### config.mk
export PLATFORM = sky130hd
export DESIGN_NAME = etc_lane_scheduler
export DESIGN_NICKNAME = d
export VERILOG_FILES = /design/src/rtl/etc_lane_scheduler.sv
export SDC_FILE = /design/constraint.sdc
export NUM_CORES = 1
export LEC_CHECK = 0
export ABC_AREA = 1
export BUFFER_PORTS_ARGS = -buffer_cell sky130_fd_sc_hd__buf_2
export CAP_MARGIN = 20
export CORE_MARGIN = 3
export CORE_UTILIZATION = 43
export DETAILED_ROUTE_END_ITERATION = 8
export GPL_ROUTABILITY_DRIVEN = 0
export PLACE_DENSITY = 0.66
export SLEW_MARGIN = 20
export SYNTH_ARGS = -nofsm -noshare
export SYNTH_HDL_FRONTEND = slang
export SYNTH_SLANG_ARGS = --single-unit
### constraint.sdc
create_clock -name clk -period 3.85 [get_ports clk]
set_input_delay 0.1925 -clock clk [delete_from_list [all_inputs] [get_ports clk]]
set_output_delay 0.1925 -clock clk [all_outputs]
set_load 0.02 [all_outputs]
### src/rtl/etc_lane_scheduler.sv
// Round-robin scheduler sharing one ETC speed-measurement datapath among NUM_LANES toll lanes.
// Define ETC_SCHED_LANE0_PRIORITY_EN to make lane 0 an emergency lane that always wins arbitration.
module etc_lane_scheduler #(
    parameter int NUM_LANES   = 4,
    parameter int WIDTH_SPEED = 14,
    parameter int SYS_FREQ    = 10000000,
    parameter int TIMEOUT_MS  = 500
) (
    input  logic                         clk,
    input  logic                         reset,
    input  logic [NUM_LANES-1:0]         req,
    output logic [NUM_LANES-1:0]         grant,
    output logic                         dp_start,
    output logic                         dp_abort,
    input  logic                         dp_done,
    input  logic [WIDTH_SPEED-1:0]       dp_speed,
    output logic                         res_valid,
    output logic [$clog2(NUM_LANES)-1:0] res_lane,
    output logic [WIDTH_SPEED-1:0]       res_speed,
    output logic                         res_timeout,
    output logic                         busy
);
    localparam int LANE_W      = $clog2(NUM_LANES);
    localparam int TIMEOUT_CYC = SYS_FREQ / 1000 * TIMEOUT_MS;
    localparam int TIMER_W     = $clog2(TIMEOUT_CYC + 1);
    localparam logic [LANE_W-1:0]  LAST_LANE = LANE_W'(NUM_LANES - 1);
    localparam logic [TIMER_W-1:0] TIMER_END = TIMER_W'(TIMEOUT_CYC - 1);

    typedef enum logic [1:0] {IDLE, GRANT, RUN, RELEASE} state_t;

    state_t                 state_q, state_d;
    logic [LANE_W-1:0]      cur_q, cur_d;
    logic [LANE_W-1:0]      rr_q, rr_d;
    logic [TIMER_W-1:0]     timer_q, timer_d;
    logic [NUM_LANES-1:0]   grant_q, grant_d;
    logic                   start_q, start_d;
    logic                   abort_q, abort_d;
    logic                   valid_q, valid_d;
    logic [LANE_W-1:0]      lane_q, lane_d;
    logic [WIDTH_SPEED-1:0] speed_q, speed_d;
    logic                   tmo_q, tmo_d;
    logic                   busy_q, busy_d;

    logic [LANE_W-1:0]      pick;
    int                     idx;

    // Cyclic search from rr_q; scanning downwards leaves the nearest requester in pick.
    always_comb begin
        pick = rr_q;
        idx  = 0;
        for (int i = NUM_LANES - 1; i >= 0; i--) begin
            idx = int'(rr_q) + i;
            if (idx >= NUM_LANES) idx = idx - NUM_LANES;
            if (req[LANE_W'(idx)]) pick = LANE_W'(idx);
        end
`ifdef ETC_SCHED_LANE0_PRIORITY_EN
        if (req[0]) pick = '0;
`endif
    end

    always_ff @(posedge clk or posedge reset) begin
        if (reset) begin
            state_q <= IDLE;
            cur_q   <= '0;
            rr_q    <= '0;
            timer_q <= '0;
            grant_q <= '0;
            start_q <= 1'b0;
            abort_q <= 1'b0;
            valid_q <= 1'b0;
            lane_q  <= '0;
            speed_q <= '0;
            tmo_q   <= 1'b0;
            busy_q  <= 1'b0;
        end else begin
            state_q <= state_d;
            cur_q   <= cur_d;
            rr_q    <= rr_d;
            timer_q <= timer_d;
            grant_q <= grant_d;
            start_q <= start_d;
            abort_q <= abort_d;
            valid_q <= valid_d;
            lane_q  <= lane_d;
            speed_q <= speed_d;
            tmo_q   <= tmo_d;
            busy_q  <= busy_d;
        end
    end

    always_comb begin
        state_d = state_q;
        cur_d   = cur_q;
        rr_d    = rr_q;
        timer_d = timer_q;
        grant_d = grant_q;
        start_d = 1'b0;
        abort_d = 1'b0;
        valid_d = 1'b0;
        lane_d  = lane_q;
        speed_d = speed_q;
        tmo_d   = tmo_q;
        case (state_q)
            IDLE: begin
                if (|req) begin
                    cur_d   = pick;
                    grant_d = NUM_LANES'(1) << pick;
                    state_d = GRANT;
                end
            end
            GRANT: begin
                start_d = 1'b1;
                timer_d = '0;
                state_d = RUN;
            end
            RUN: begin
                // Done beats timeout, which beats the lane withdrawing its request.
                timer_d = timer_q + 1'b1;
                if (dp_done) begin
                    speed_d = dp_speed;
                    tmo_d   = 1'b0;
                    lane_d  = cur_q;
                    valid_d = 1'b1;
                    state_d = RELEASE;
                end else if (timer_q == TIMER_END) begin
                    abort_d = 1'b1;
                    speed_d = '0;
                    tmo_d   = 1'b1;
                    lane_d  = cur_q;
                    valid_d = 1'b1;
                    state_d = RELEASE;
                end else if (!req[cur_q]) begin
                    abort_d = 1'b1;
                    state_d = RELEASE;
                end
            end
            RELEASE: begin
                grant_d = '0;
                state_d = IDLE;
`ifdef ETC_SCHED_LANE0_PRIORITY_EN
                if (cur_q != '0) rr_d = (cur_q == LAST_LANE) ? '0 : cur_q + 1'b1;
`else
                rr_d = (cur_q == LAST_LANE) ? '0 : cur_q + 1'b1;
`endif
            end
            default: state_d = IDLE;
        endcase
        busy_d = (state_d != IDLE);
    end

    assign grant       = grant_q;
    assign dp_start    = start_q;
    assign dp_abort    = abort_q;
    assign res_valid   = valid_q;
    assign res_lane    = lane_q;
    assign res_speed   = speed_q;
    assign res_timeout = tmo_q;
    assign busy        = busy_q;

endmodule
---- Word level (Yosys, flattened, before mapping) ----
Index checks and enable logic that the tools add are counted.
storage, ports and cells
  register bits after elaboration ......... 54
  bits in latches ......................... 0
  bits in writable memories ............... 0
  bits in read-only memories .............. 0
  memories ................................ 0
operators by class
  add/sub/neg operators ................... 9
  multiply operators ...................... 0
  divide/modulo/power cells ............... 0
  $lt $le $gt $ge ......................... 9
  equality and inequality tests ........... 6
  shifts and indexed selects .............. 1
  multiplexer cells ....................... 45
  bitwise operators ....................... 0
  reductions and logical operators ........ 9
operator list
  operator                                                     number
  case mux 23 bit (2 select lines)                             1
  two-way mux 2 bit                                            15
  two-way mux 14 bit                                           2
  adder 23 x 1 -> 23 bit (second input constant)               1
  equality test 23 bit (second input constant)                 1
  two-way mux 1 bit                                            19
  less-than comparator 2 x 4 -> 1 bit (second input constant)  4
  binary-select mux 1 bit (select 2 bit)                       5
  >= comparator 3 bit (second input constant)                  3
  case mux 2 bit (4 select lines)                              1
  case mux 4 bit (2 select lines)                              1
  nonzero test 2 bit                                           4
  subtractor 2 x 1 -> 2 bit (second input constant)            4
  adder 2 x 2 -> 3 bit (second input constant)                 2
  equality test 2 bit (second input constant)                  3
  AND reduction 2 bit                                          3
  two-way mux 4 bit                                            1
  OR reduction 4 bit                                           1
  << shifter 1 x 2 -> 4 bit (first input constant)             1
  adder 2 x 1 -> 3 bit (second input constant)                 1
  >= comparator 2 x 3 -> 1 bit (second input constant)         1
  less-than comparator 2 x 3 -> 1 bit (second input constant)  1
  adder 2 x 1 -> 2 bit (second input constant)                 1
  equality test 2 x 1 -> 1 bit (second input constant)         1
  other kinds (2)                                              2

---- Logic depth before layout (Yosys ltp) ----
  depth after elaboration ................. 13
  mapped depth ............................ 13

---- Worst setup path after synthesis ----
Ideal clock, no wire load.
  path kind ............................... register to register
  start point ............................. reg state_q[0]
  end point ............................... reg timer_q[22]
  library setup time ...................... 0.119 ns
  arrival time ............................ 1.539 ns
  data required time ...................... 3.731 ns
  slack ................................... 2.192 ns
  stages on the path, launching flop included .. 9
  path buffers ............................ 1
  clock period less this slack ............ 1.658 ns
  path through ............................ dfrtp_1 > inv_1 > ha_1 > inv_2 > buf_6 > nor4_1 > nand3_1 > nand2_1 > nor2_1
between the ends
  cells in the longest elaborated chain, start to end .. 2
  elaborated cells on any way between the ends .. 4
RTL lines
  what                                                                    line  RTL
  start, declared                                                         31    state_t state_q, state_d;
  start signal, assigned                                                  76    state_q <= state_d;
  equality test 2 bit or equality test 2 x 1 -> 1 bit (tied branches)     103   case (state_q)
  case mux 23 bit (2 select lines) or nonzero test 2 bit (tied branches)  --
  end signal, assigned                                                    79    timer_q <= timer_d;
  end, declared                                                           34    logic [TIMER_W-1:0] timer_q, timer_d;
Several ways; a longest one is shown, not always the timed one.
A chain may end at the register's enable or synchronous reset.

---- Worst setup path after layout ----
  start point ............................. reg state_q[0]
  end point ............................... reg lane_q[0], in the netlist res_lane[0]
between the ends
  cells in the longest elaborated chain, start to end .. 2
RTL lines
  what                                  line  RTL
  equality test 2 bit                   103
  AND reduction 2 bit (no source line)  --
  end signal, assigned                  84    lane_q <= lane_d;
  end, declared                         39    logic [LANE_W-1:0] lane_q, lane_d;
Every way passes these cells.

==> impl_metrics.toml <==
[logic_synthesis]
synth_fp_nets = 403
netlist_instances = 375
ys_top_cells_by_area = "dfrtp_1 46%, nand2_1 15%, nand3_1 6.9%, inv_1 4.6%, nor2_1 3.3%"
synth.avg_cell_area_sq_um = 7.78
synth.yosys.seq_area_share_pct = 46.3
synth.top_cell.area_share_pct = 46.3
synth.distinct_cells = 34
yosysWarnings = 0
synthesis.area_sq_um = 2920
ys_ff_latch = 54
synth_top_area_cell = "dfrtp_1"

[cts]
post_cts_resized = 0
htreeDepth = 2
clock_sinks = 54
root_buffer = "clkbuf_8"
cts_tree = "yes"
cts_setup_buffers = 0
cts_buffers = 5
hold_buffers = 0
insertion_delay_ns = 0.32
clkTransAtPathRegs_ns = 0.11
clockBufferDepth = 2

[finish]
fill_cells = 623
area_growth_pct = 12.7
n_antenna_cell = 0
final_common_cell = "nand2_1"
finalNonFillerCells = 496
most-common-layout-cells = "120 x nand2_1, 54 x dfrtp_1, 45 x buf_2, 40 x nand3_1, 35 x inv_1"
final_area_sq_um = 3290
finalNetCount = 446
layout-drive-gt1-share_pct = 17.4

[placement]
placed_area_sq_um = 3190
place_hpwl_um = 4490
io_buffers = 45
place_inst = 488

[floorplanning]
io_pins = 46
coreArea_sq_um = 6460
die_h_um = 88.4
row_count = 29
dieArea_sq_um = 7810
initial_core_util_pct = 45.2
die_width_um = 88.4

[sta]
finalCriticalPeriod_ns = 2.26
max-slew-margin-rel_pct = 49.7
rsz0062_at_grt = "false"
skew_ns = 0.00889
tns_ns = 0
setup_viol = 0
worstMarginPinSlew_ns = 0.754
slew_violations = 0
fin_crit_sh_pct = 58.8
fmax_mhz = 442
hold_viol_final = 0

[setup_path]
regToRegStartpoint = "state_q[0]"
r2r_slack_ns = 1.59
crit_type = "reg2reg"
start_kind = "register"
rr_worst_depth = 5
critPathArrivalTime_ns = 2.45
reg2reg_to = "res_lane[0]"
critPathCaptureType = "register"
critical_path_required_ns = 4.03
cp_max_fo = 21

[global_routing]
grt-ovfl-total = 0
antenna_found_initial = 0
grt_pass1_vias = 2358
grtUsageTotal_pct = 17.1
grt_pass1_wl_um = 10600
grt_max_degree = 55

[power_and_ir_drop]
p_leak_nw = 1.73
power_density_nw_per_um2 = 667
pwr-share-comb_pct = 46.6
p_sw_mw = 1.03
seq_power_share_pct = 37.8
p_clk_share_pct = 15.7
swShare_pct = 46.8
ir_worst_vdd_mv = 0.351
internal_power_mw = 1.17

[detailed_routing]
detail-route-antenna-nets = 0
via_per_inst = 5.08
vias = 2522
wl_per_cell_um = 12.3
drt-total-wl_um = 6120
drt_iter0_markers = 135
remaining_drc_errors = 0
drtPass1Iterations = 4

[min_path]
hp-class = "in2async"

[run_status]
status = "complete, no violations"

[job]
maxCapViolations = 0
cell usage after synthesis:
master and number:
o22ai_1 2, nand2_1 120, nor4_4 1, inv_1 36, nor2_4 3, nand3_2 1, nor2_1 26, nand4_2 1
clkbuf_1 3, nor3_4 2, o211a_1 1, nand3_1 40, dfrtp_1 54, buf_4 2, nor3_1 8, o21ai_1 9
clkinv_1 1, inv_4 1, o21ai_0 13, nor2_2 2, a21oi_1 18, ha_1 7, nor3_2 1, o21a_1 1
nor3b_1 1, nand3_4 1, inv_2 4, nand4_4 1, nand3b_1 1, buf_6 1, nand4_1 8, buf_2 3
nor4_1 1, buf_1 1
worst max path at each step:
stage | startpoint | end | cells after the start
floorplan | state_q[0] | timer_q[22] | 8
global placement | state_q[0] | res_lane[0] | 5
detailed placement | state_q[0] | res_lane[0] | 5
CTS | state_q[0] | res_lane[0] | 5
global route | state_q[0] | timer_q[4] | 7
finish | state_q[0] | res_lane[0] | 5
worst max-delay path, stage by stage (launching register included):
cell     delay (ns)
dfrtp_1        0.44
inv_1          0.13
ha_1           0.66
nand2_1        0.61
nand2_1        0.19
o21ai_1        0.09
registers in the layout, indices dropped and copies added, names as in the netlist:
signal,flops
res_speed,14
res_timeout,1
dp_start,1
res_lane,2
state_q,2
res_valid,1
rr_q,2
cur_q,2
timer_q,23
dp_abort,1
grant,4
busy,1
power by group through the flow:
stage / clock (mW) / combinational [mW] / sequential [mW]
final: 0.343 / 1.02 / 0.828
after global routing: 0.378 / 1.17 / 0.850
after CTS: 0.359 / 1.03 / 0.827
after detailed placement: 0 / 1.03 / 0.836
after global placement: 0 / 1.00 / 0.835
after floorplan: 0 / 0.679 / 0.946
logic make-up after synthesis:
| logic type | after synthesis | share of synthesized area, % |
|---|---|---|
| adders and majority gates | 7 | 3.00 |
| AOI/OAI and AO/OA | 44 | 7.89 |
| buffers and inverters | 52 | 7.42 |
| DFF | 54 | 46.3 |
| and+or+nand+nor | 218 | 35.3 |
final cells by class:
cell class / instances / area (sq um) / share of cell area [%]
multi-input cells: 269 / 1350 / 41.0
clock inverters: 3 / 28.8 / 0.876
clock buffers: 5 / 68.8 / 2.09
flip-flops and latches: 54 / 1350 / 41.1
well taps: 77 / 96.3 / 2.93
repair buffers: 46 / 233 / 7.08
inverters: 42 / 160 / 4.87
stage by stage:
stage / util, % / hold slack, ns / power [mW] / setup slack, ns
final: 50.9 / 0.0408 / 2.19 / 1.59
after global routing: 50.9 / 0.0814 / 2.40 / 1.28
after CTS: 50.9 / 0.0564 / 2.22 / 1.55
after detailed placement: 49.4 / 0.419 / 1.87 / 1.57
after global placement: 49.4 / 0.423 / 1.84 / 1.64
after floorplan: - / 0.337 / 1.62 / 2.19
layer usage:
| layer | vias to the layer above | part of all wire (%) | global-route usage (%) |
|---|---|---|---|
| met5 | - | 0 | 0 |
| met4 | 0 | 1.1 | 4.95 |
| met3 | 6 | 4.0 | 3.54 |
| met2 | 49 | 46 | 27.5 |
| met1 | 1161 | 49 | 23.3 |
| li1 | 1306 | - | - |
Note: power is estimated with default switching activity, not from simulation.
